### src/rtl/gpio_pattern_pkg.sv
// Shared types for the GPIO pattern tester: pattern modes and sequencer states.
package gpio_pattern_pkg;

    localparam int ModeWidth = 2;

    typedef enum logic [1:0] {
        WALK    = 2'd0,
        COUNT   = 2'd1,
        FILL    = 2'd2,
        INVWALK = 2'd3
    } mode_e;

    typedef enum logic [1:0] {
        IDLE = 2'd0,
        RUN  = 2'd1,
        DONE = 2'd2
    } state_e;

endpackage

### src/rtl/gpio_pattern_tester_if.sv
// Trigger/mode request and pattern/status response bundle of the pattern tester.
interface gpio_pattern_tester_if
    import gpio_pattern_pkg::*;
#(
    parameter int OutputWidth  = 5,
    parameter int TriggerWidth = 1,
    parameter int CounterWidth = 16
);
    logic [TriggerWidth-1:0] trigger;
    logic [ModeWidth-1:0]    mode;
    logic [OutputWidth-1:0]  out;
    logic                    busy;
    logic                    done;
    logic [CounterWidth-1:0] overrun_count;

    modport master (
        output trigger, mode,
        input  out, busy, done, overrun_count
    );

    modport slave (
        input  trigger, mode,
        output out, busy, done, overrun_count
    );
endinterface

### src/rtl/gpio_edge_detect.sv
// Rising-edge detector over a trigger bus; any bit rising yields a single edge flag.
module gpio_edge_detect #(
    parameter int Width = 1
) (
    input  logic             clk,
    input  logic             reset,
    input  logic [Width-1:0] trigger,
    output logic             trig_edge
);
    logic [Width-1:0] trigger_q_r;

    // Previous trigger sample; loads all-ones so a level held across reset is not an edge
    always_ff @(posedge clk) begin
        if (!reset) begin
            trigger_q_r <= '1;
        end else begin
            trigger_q_r <= trigger;
        end
    end

    assign trig_edge = |(trigger & ~trigger_q_r);

endmodule

### src/rtl/gpio_pattern_tester.sv
// Triggered pattern sequencer: plays one of four patterns over OutputWidth steps,
// then pulses done; triggers arriving while busy are counted as overruns.
module gpio_pattern_tester
    import gpio_pattern_pkg::*;
#(
    parameter int OutputWidth  = 5,
    parameter int TriggerWidth = 1,
    parameter int StepCycles   = 4,
    parameter int CounterWidth = 16
) (
    input  logic                  clk,
    input  logic                  reset,
    gpio_pattern_tester_if.slave  bus
);
    localparam int StepW = (OutputWidth > 1) ? $clog2(OutputWidth) : 1;
    localparam int CycW  = (StepCycles > 1)  ? $clog2(StepCycles)  : 1;
    localparam logic [StepW-1:0] LastStep = StepW'(OutputWidth - 1);
    localparam logic [CycW-1:0]  LastCyc  = CycW'(StepCycles - 1);

    typedef logic [OutputWidth:0] wide_t;

    // One extra bit of headroom lets FILL form bits [step:0] without overflow
    function automatic logic [OutputWidth-1:0] pattern_f(input mode_e m, input logic [StepW-1:0] s);
        wide_t one_hot_v;
        wide_t count_v;
        wide_t fill_v;
        one_hot_v = wide_t'(1) << s;
        count_v   = wide_t'(s) + wide_t'(1);
        fill_v    = wide_t'(one_hot_v << 1) - wide_t'(1);
        case (m)
            WALK:    pattern_f = one_hot_v[OutputWidth-1:0];
            COUNT:   pattern_f = count_v[OutputWidth-1:0];
            FILL:    pattern_f = fill_v[OutputWidth-1:0];
            INVWALK: pattern_f = ~one_hot_v[OutputWidth-1:0];
            default: pattern_f = '0;
        endcase
    endfunction

    state_e                  state_r, state_nxt_s;
    mode_e                   mode_r, mode_nxt_s;
    logic [StepW-1:0]        step_r, step_nxt_s;
    logic [CycW-1:0]         cyc_r, cyc_nxt_s;
    logic [OutputWidth-1:0]  out_r;
    logic                    busy_r;
    logic                    done_r;
    logic [CounterWidth-1:0] ovr_r;
    logic                    edge_s;

    gpio_edge_detect #(
        .Width (TriggerWidth)
    ) u_edge (
        .clk       (clk),
        .reset     (reset),
        .trigger   (bus.trigger),
        .trig_edge (edge_s)
    );

    // Next-state logic for the sequencer and its step/cycle counters
    always_comb begin
        state_nxt_s = state_r;
        mode_nxt_s  = mode_r;
        step_nxt_s  = step_r;
        cyc_nxt_s   = cyc_r;
        case (state_r)
            IDLE: begin
                if (edge_s) begin
                    state_nxt_s = RUN;
                    mode_nxt_s  = mode_e'(bus.mode);
                    step_nxt_s  = '0;
                    cyc_nxt_s   = '0;
                end else begin
                    state_nxt_s = IDLE;
                end
            end
            RUN: begin
                if (cyc_r == LastCyc) begin
                    cyc_nxt_s = '0;
                    if (step_r == LastStep) begin
                        state_nxt_s = DONE;
                        step_nxt_s  = '0;
                    end else begin
                        step_nxt_s = step_r + StepW'(1);
                    end
                end else begin
                    cyc_nxt_s = cyc_r + CycW'(1);
                end
            end
            DONE:    state_nxt_s = IDLE;
            default: state_nxt_s = IDLE;
        endcase
    end

    // Sequencer state, latched mode and position registers
    always_ff @(posedge clk) begin
        if (!reset) begin
            state_r <= IDLE;
            mode_r  <= WALK;
            step_r  <= '0;
            cyc_r   <= '0;
        end else begin
            state_r <= state_nxt_s;
            mode_r  <= mode_nxt_s;
            step_r  <= step_nxt_s;
            cyc_r   <= cyc_nxt_s;
        end
    end

    // Outputs are registered from the next state so they line up with the state they describe
    always_ff @(posedge clk) begin
        if (!reset) begin
            out_r  <= '0;
            busy_r <= 1'b0;
            done_r <= 1'b0;
        end else begin
            out_r  <= (state_nxt_s == RUN) ? pattern_f(mode_nxt_s, step_nxt_s) : '0;
            busy_r <= (state_nxt_s == RUN);
            done_r <= (state_nxt_s == DONE);
        end
    end

    // Saturating count of trigger edges that arrive while a sequence is in progress
    always_ff @(posedge clk) begin
        if (!reset) begin
            ovr_r <= '0;
        end else if (edge_s && (state_r != IDLE) && (ovr_r != '1)) begin
            ovr_r <= ovr_r + CounterWidth'(1);
        end else begin
            ovr_r <= ovr_r;
        end
    end

    assign bus.out           = out_r;
    assign bus.busy          = busy_r;
    assign bus.done          = done_r;
    assign bus.overrun_count = ovr_r;

endmodule

### src/flat_wrapper.sv
// flat-port wrapper written by rule: the top's interface ports become plain ports
module gpio_pattern_tester_flat import gpio_pattern_pkg::*;
#(
    parameter int OutputWidth  = 5,
    parameter int TriggerWidth = 1,
    parameter int StepCycles   = 4,
    parameter int CounterWidth = 16
)
  (clk, reset, bus_trigger, bus_mode, bus_out, bus_busy, bus_done, bus_overrun_count);
  gpio_pattern_tester_if #(.OutputWidth(OutputWidth), .TriggerWidth(TriggerWidth), .CounterWidth(CounterWidth)) bus_i ();
  input  logic clk;
  input  logic reset;
  input wire logic [$bits(bus_i.trigger)-1:0] bus_trigger;
  input wire logic [$bits(bus_i.mode)-1:0] bus_mode;
  output wire logic [$bits(bus_i.out)-1:0] bus_out;
  output wire logic [$bits(bus_i.busy)-1:0] bus_busy;
  output wire logic [$bits(bus_i.done)-1:0] bus_done;
  output wire logic [$bits(bus_i.overrun_count)-1:0] bus_overrun_count;
  assign bus_i.trigger = bus_trigger;
  assign bus_i.mode = bus_mode;
  assign bus_out = bus_i.out;
  assign bus_busy = bus_i.busy;
  assign bus_done = bus_i.done;
  assign bus_overrun_count = bus_i.overrun_count;
  gpio_pattern_tester #(.OutputWidth(OutputWidth), .TriggerWidth(TriggerWidth), .StepCycles(StepCycles), .CounterWidth(CounterWidth)) u_core (.clk(clk), .reset(reset), .bus(bus_i));
endmodule
### config.mk
export PLATFORM = sky130hd
export DESIGN_NAME = gpio_pattern_tester_flat
export DESIGN_NICKNAME = d
export VERILOG_FILES = /design/src/rtl/gpio_pattern_pkg.sv /design/src/rtl/gpio_pattern_tester_if.sv /design/src/rtl/gpio_edge_detect.sv /design/src/rtl/gpio_pattern_tester.sv /design/src/flat_wrapper.sv
export SDC_FILE = /design/constraint.sdc
export NUM_CORES = 1
export LEC_CHECK = 0
export BUFFER_PORTS_ARGS = -buffer_cell sky130_fd_sc_hd__buf_2
export CELL_PAD_IN_SITES_DETAIL_PLACEMENT = 0
export CELL_PAD_IN_SITES_GLOBAL_PLACEMENT = 1
export CORE_MARGIN = 8
export CORE_UTILIZATION = 25
export CTS_BUF_LIST = sky130_fd_sc_hd__clkbuf_4 sky130_fd_sc_hd__clkbuf_8
export CTS_CLUSTER_DIAMETER = 100
export DETAILED_ROUTE_END_ITERATION = 10
export GPL_TIMING_DRIVEN = 1
export PLACE_DENSITY = 0.61
export SETUP_SLACK_MARGIN = 0.4
export SYNTH_ARGS = -nofsm -noshare
export SYNTH_HDL_FRONTEND = slang
export SYNTH_SLANG_ARGS = --single-unit
### constraint.sdc
create_clock -name clk -period 8.2 [get_ports clk]
set_input_delay 0.82 -clock clk [delete_from_list [all_inputs] [get_ports clk]]
set_output_delay 0.82 -clock clk [all_outputs]
set_load 0.1 [all_outputs]
* Word-level counts from Yosys, hierarchy flattened *
Cells that the tools add are included.

word-level totals
  input port bits = 5
  output and inout port bits = 23
  register bits after elaboration = 33
  word-level logic and storage cells = 50

cells by class
  eq/ne operators = 10
  add/sub/neg operators = 5
  reduce and logical (&&, ||, !) cells = 8
  bitwise gates (word level) = 3
  muxes and demuxes = 14
  shifts and indexed selects = 1

operator list
  kind                                               count
  one-hot mux 5 bit (4 select lines)                 1
  adder 16 x 1 -> 16 bit (second input constant)     1
  != test 16 bit (second input constant)             1
  2-to-1 mux 2 bit                                   6
  2-to-1 mux 3 bit                                   3
  == test 2 bit (second input constant)              4
  one-hot mux 2 bit (2 select lines)                 2
  == test 2 x 1 -> 1 bit (second input constant)     3
  one-hot mux 3 bit (2 select lines)                 1
  NOT 5 bit                                          1
  left shift 1 x 3 -> 5 bit (first input constant)   1
  subtractor 5 x 1 -> 5 bit (second input constant)  1
  adder 3 x 1 -> 4 bit (second input constant)       1
  logical NOT 2 bit                                  2
  AND reduction 2 bit                                2
  nonzero test 2 bit                                 2
  adder 3 x 1 -> 3 bit (second input constant)       1
  == test 3 bit (second input constant)              1
  adder 2 x 1 -> 2 bit (second input constant)       1
  logical AND 1 bit                                  2
  != test 2 x 1 -> 1 bit (second input constant)     1
  AND 1 bit                                          1
  2-to-1 mux 1 bit                                   1
  NOT 1 bit                                          1

* Logic depth before layout (Yosys ltp) *
  word-level depth = 7
  depth in mapped cells = 14
  mapped depth without buffers = 14

* Cells and area by module *
Synthesis repeated with hierarchy kept, for this count alone.

second synthesis, totals
  cell total of the unflattened synthesis = 196
  area, all modules = 1760.4 um^2

by module, submodules not included
  module               cells each  instances  area an instance (um^2)  seq. area each (um^2)
  gpio_pattern_tester  193         1          1720.4                   640.6
  gpio_edge_detect     3           1          40.0                     20.0

* Worst setup path before layout *
OpenSTA, ideal clock, no wires.

  kind = input -> register
  start = input bus_trigger
  end = register u_core.out_r[3], in the netlist u_core.bus.out[3]
  setup time = 0.122 ns
  arrival = 2.827 ns
  data required time = 8.078 ns
  buffers on the path = 1
  stages = 12
  slack = 5.251 ns
  path through = nor4b_2 buf_4 nor2_1 inv_1 ha_1 nand2_1 ha_1 xnor2_1 a211oi_1 nor2_1 o21ai_0 o311a_1

between the ends
  cells in the longest elaborated chain, start to end = 6
  elaborated cells between the ends (all ways) = 18
  those cells by class = add/sub: 2; eq/ne: 4; shift: 1; mux: 7; bitwise: 2; reduce/logical: 2

RTL lines
  item                                                    line                                                  RTL
  start: declaration                                      flat_wrapper.sv:13                                    input wire logic [$bits(bus_i.trigger)-1:0] bus_trigger;
  AND 1 bit *                                             gpio_edge_detect.sv:21                                assign trig_edge = |(trigger & ~trigger_q_r);
  2-to-1 mux 3 bit *                                      gpio_pattern_tester.sv:66                             if (edge_s) begin
  one-hot mux 3 bit (2 select lines) *                    gpio_pattern_tester.sv:64                             case (state_r)
  named net u_core.step_nxt_s[1]                          gpio_pattern_tester.sv:41                             logic [StepW-1:0] step_r, step_nxt_s;
  left shift 1 x 3 -> 5 bit                               gpio_pattern_tester.sv:27                             one_hot_v = wide_t'(1) << s;
  subtractor 5 x 1 -> 5 bit or NOT 5 bit (tied branches)  gpio_pattern_tester.sv:29, gpio_pattern_tester.sv:34
  one-hot mux 5 bit (4 select lines) *                    gpio_pattern_tester.sv:30                             case (m)
  end signal: assignment                                  gpio_pattern_tester.sv:115                            out_r <= (state_nxt_s == RUN) ? pattern_f(mode_nxt_s, step_nxt_s) : '0;
  end: declaration                                        gpio_pattern_tester.sv:43                             logic [OutputWidth-1:0] out_r;

Mark *: on every way through the listed nets, which the timed path passes. The rest lies on a longest branch.
A chain may end at the register's enable or synchronous reset.

* Worst setup path after layout *
  start = register u_core.cyc_r[0]
  end = register u_core.out_r[3], in the netlist u_core.bus.out[3]

between the ends
  cells in the longest elaborated chain, start to end = 6
  elaborated cells between the ends (all ways) = 12
  those cells by class = add/sub: 2; eq/ne: 2; shift: 1; mux: 5; bitwise: 1; reduce/logical: 1

RTL lines
  item                                                    line                                                  RTL
  start: declaration                                      gpio_pattern_tester.sv:42                             logic [CycW-1:0] cyc_r, cyc_nxt_s;
  start signal: assignment                                gpio_pattern_tester.sv:104                            cyc_r <= cyc_nxt_s;
  == test 2 bit *                                         gpio_pattern_tester.sv:76                             if (cyc_r == LastCyc) begin
  2-to-1 mux 3 bit                                        gpio_pattern_tester.sv:76
  one-hot mux 3 bit (2 select lines)                      gpio_pattern_tester.sv:64
  left shift 1 x 3 -> 5 bit                               gpio_pattern_tester.sv:27
  subtractor 5 x 1 -> 5 bit or NOT 5 bit (tied branches)  gpio_pattern_tester.sv:29, gpio_pattern_tester.sv:34
  one-hot mux 5 bit (4 select lines)                      gpio_pattern_tester.sv:30

Mark *: on every way between the ends. The rest lies on a longest branch, timed or not.

==> metrics.txt <==
area of the multi-input gates 0.00113 mm^2; Pwr Density 166 mW/mm^2; clock transition at the registers of the reported paths 80 ps; Worst-Margin Slew 797 ps; post-CTS setup buffer count 0; drt wl/cell 13.5 um; CTS buffer count 5; CP Data Required Time 8380 ps; gr usage total 9.62%; HPWL after DPL 3.58 mm; fraction of layout instances using a drive strength above 1 17.4%; initial antenna violation count 0; CTS Sinks 33; post-synthesis async set-or-reset flop share 0%; post-synthesis cell area 0.00189 mm^2; Worst setup EP type flop; WP data arrival 3180 ps; top cells by area, synth dfxtp_1 35%, ha_1 6.6%, nor2_1 6.2%; CTS tree built; clock buffer depth 2; CTS root buf clkbuf_8; H-tree depth 2; fmax 333 MHz; Layout area overhead 18.4%; grt total ovfl 0; TNS Setup 0 ps; Post-synth EDFFs 0; post-layout util 30.6%; Mapped Cells 226; placed cell count 344; Clock Latency Late Sink 290 ps; Place WS 5050 ps; Primary FF master, synth dfxtp_1; RSZ-0062 raised after global routing no; first-pass GRT wire length 7.92 mm; max cap viols 0; synth unique cells 49; Non-Filler Instances 352; Synth Net Count 241; antenna viol nets, final 0; CP max FO 8; Max Transition Viols Final 0; Rel. slew slack 46.9%; Starting Density 25.9%; Leak 0.897 nW; post-cts resize count 0; WS Path Type reg2reg; row count 31; Die Span X 103 um; DRC Markers 0; Worst Hold Class reg2reg; sequential cell area 661 um^2; Die ar. 0.0106 mm^2; status complete, no violations; largest net degree at the start of global routing 24; Post-CTS Hold Buffers 0; PortBufs 27; CP Launch Type flop; Core ar. 0.00729 mm^2; Synth top area share 35.0%; setup slack after layout 5190 ps; Detailed Route WL 4.75 mm; Syn. warnings 0; Layout Nets 267; vias in the first global route 1613; DR pass1 iterations 4; Peak supply drop 0.0000575 V; post-synth top area cell dfxtp_1; antenna diode instance count 0; fin crit share 36.6%; final hold viol count 0; Fin Clk Skew 7.49 ps; sequential element share of the synthesized area 35.0%; RD Place Congestion 0.839; Yosys reg bits 33; die height 103 um; # IOs 28; syn avg cell area 8.35 um^2; Vias 1638; Initial DRC Count 74; Layout fillers 835; final-report setup violation count 0; Period minus WS final 3010 ps; DR vias/cell 4.65
cell families (layout without fill, tap and decap cells):
kind of cell	count (synthesis)	in the layout	synth area share (%)
fa+ha+maj	10	10	6.63
simple gates	101	101	28.9
mux	7	7	3.71
compound gates	40	40	13.6
buf+inv	20	47	5.17
flops	33	33	35.0
xor+xnor	15	15	6.96
synthesized netlist by cell type (3+ instances only):
cell type,instances
nor2b_1,4
nor4_1,3
xnor2_1,11
mux2i_1,7
ha_1,10
inv_1,10
dfxtp_1,33
nand2_1,12
nor2_1,31
a31oi_1,3
nand2b_1,3
o22ai_1,3
nor3_1,13
clkbuf_1,4
and4_1,3
xor2_1,4
nand4_1,5
nand3_1,10
o21ai_0,7
o21a_1,3
a21oi_1,11
per-layer routing:
metal | share of wire [%] | vias up | GRT usage, %
met5 | 0 | - | 0
met4 | 1.3 | 0 | 3.34
met3 | 3.6 | 6 | 2.50
met2 | 46 | 19 | 15.4
met1 | 49 | 756 | 12.2
li1 | - | 857 | -
registers in the layout, indices dropped and copies added (netlist names):
register	count
u_core.bus.out	5
u_core.step_r	3
u_core.state_r	2
u_core.cyc_r	2
u_core.u_edge.trigger_q_r	1
u_core.mode_r	2
u_core.bus.overrun_count	16
u_core.bus.busy	1
u_core.bus.done	1
layout make-up:
type | count | area share (%)
multi-input combinational | 173 | 50.5
sequential | 33 | 29.6
timing repair buffer | 29 | 6.72
tap | 99 | 5.54
clock buffer | 5 | 3.08
clock inverter | 3 | 2.91
inverter | 10 | 1.68
worst paths after layout:
kind	to	from	depth (start not counted)	slack, ps
setup / recovery	u_core.bus.out[3]	u_core.cyc_r[0]	12	5190
hold / removal	u_core.cyc_r[1]	u_core.cyc_r[1]	2	480
setup reg to reg	u_core.bus.out[3]	u_core.cyc_r[0]	12	5190
hold reg to reg	u_core.cyc_r[1]	u_core.cyc_r[1]	2	480
where the power goes:
part / total (W) / internal, W / switching (W)
clock network: 0.000183 / 0.000121 / 0.0000625
logic: 0.0000241 / 0.00000659 / 0.0000175
registers: 0.000164 / 0.000162 / 0.00000211
per-stage QoR:
| step | hold WS (ps) | instance area, um^2 | power, W |
|---|---|---|---|
| after floorplan | 452 | 1890 | 0.000187 |
| after global placement | 465 | 2100 | 0.000193 |
| after detailed placement | 475 | 2100 | 0.000192 |
| after CTS | 485 | 2230 | 0.000379 |
| after global routing | 510 | 2230 | 0.000390 |
| final | 477 | 2230 | 0.000372 |
worst max-delay path, stage by stage, from the launching register on:
cell      delay [ps]
dfxtp_1          360
ha_1             260
nand3b_2         210
o22ai_1          660
nor2_1           120
inv_1            190
nand2_1          130
ha_1             230
xnor2_1          140
a211oi_1          80
nor2_1            80
o21ai_0           90
o311a_1          340
cell usage in the layout, fill, tap and decap left out, drive strengths merged, types with 3 or more instances in the layout:
cell / count
nor2b: 4
a31oi: 3
xnor2: 11
mux2i: 7
inv: 10
o22ai: 3
clkbuf: 5
dfxtp: 33
nor3: 13
and4: 3
o21a: 3
nand3: 10
nor2: 31
nor4: 3
nand3b: 3
nand2: 14
a21oi: 11
nand2b: 3
buf: 29
nand4: 5
xor2: 4
o21ai: 7
ha: 10
No activity file was read; power rests on OpenSTA's default activity.
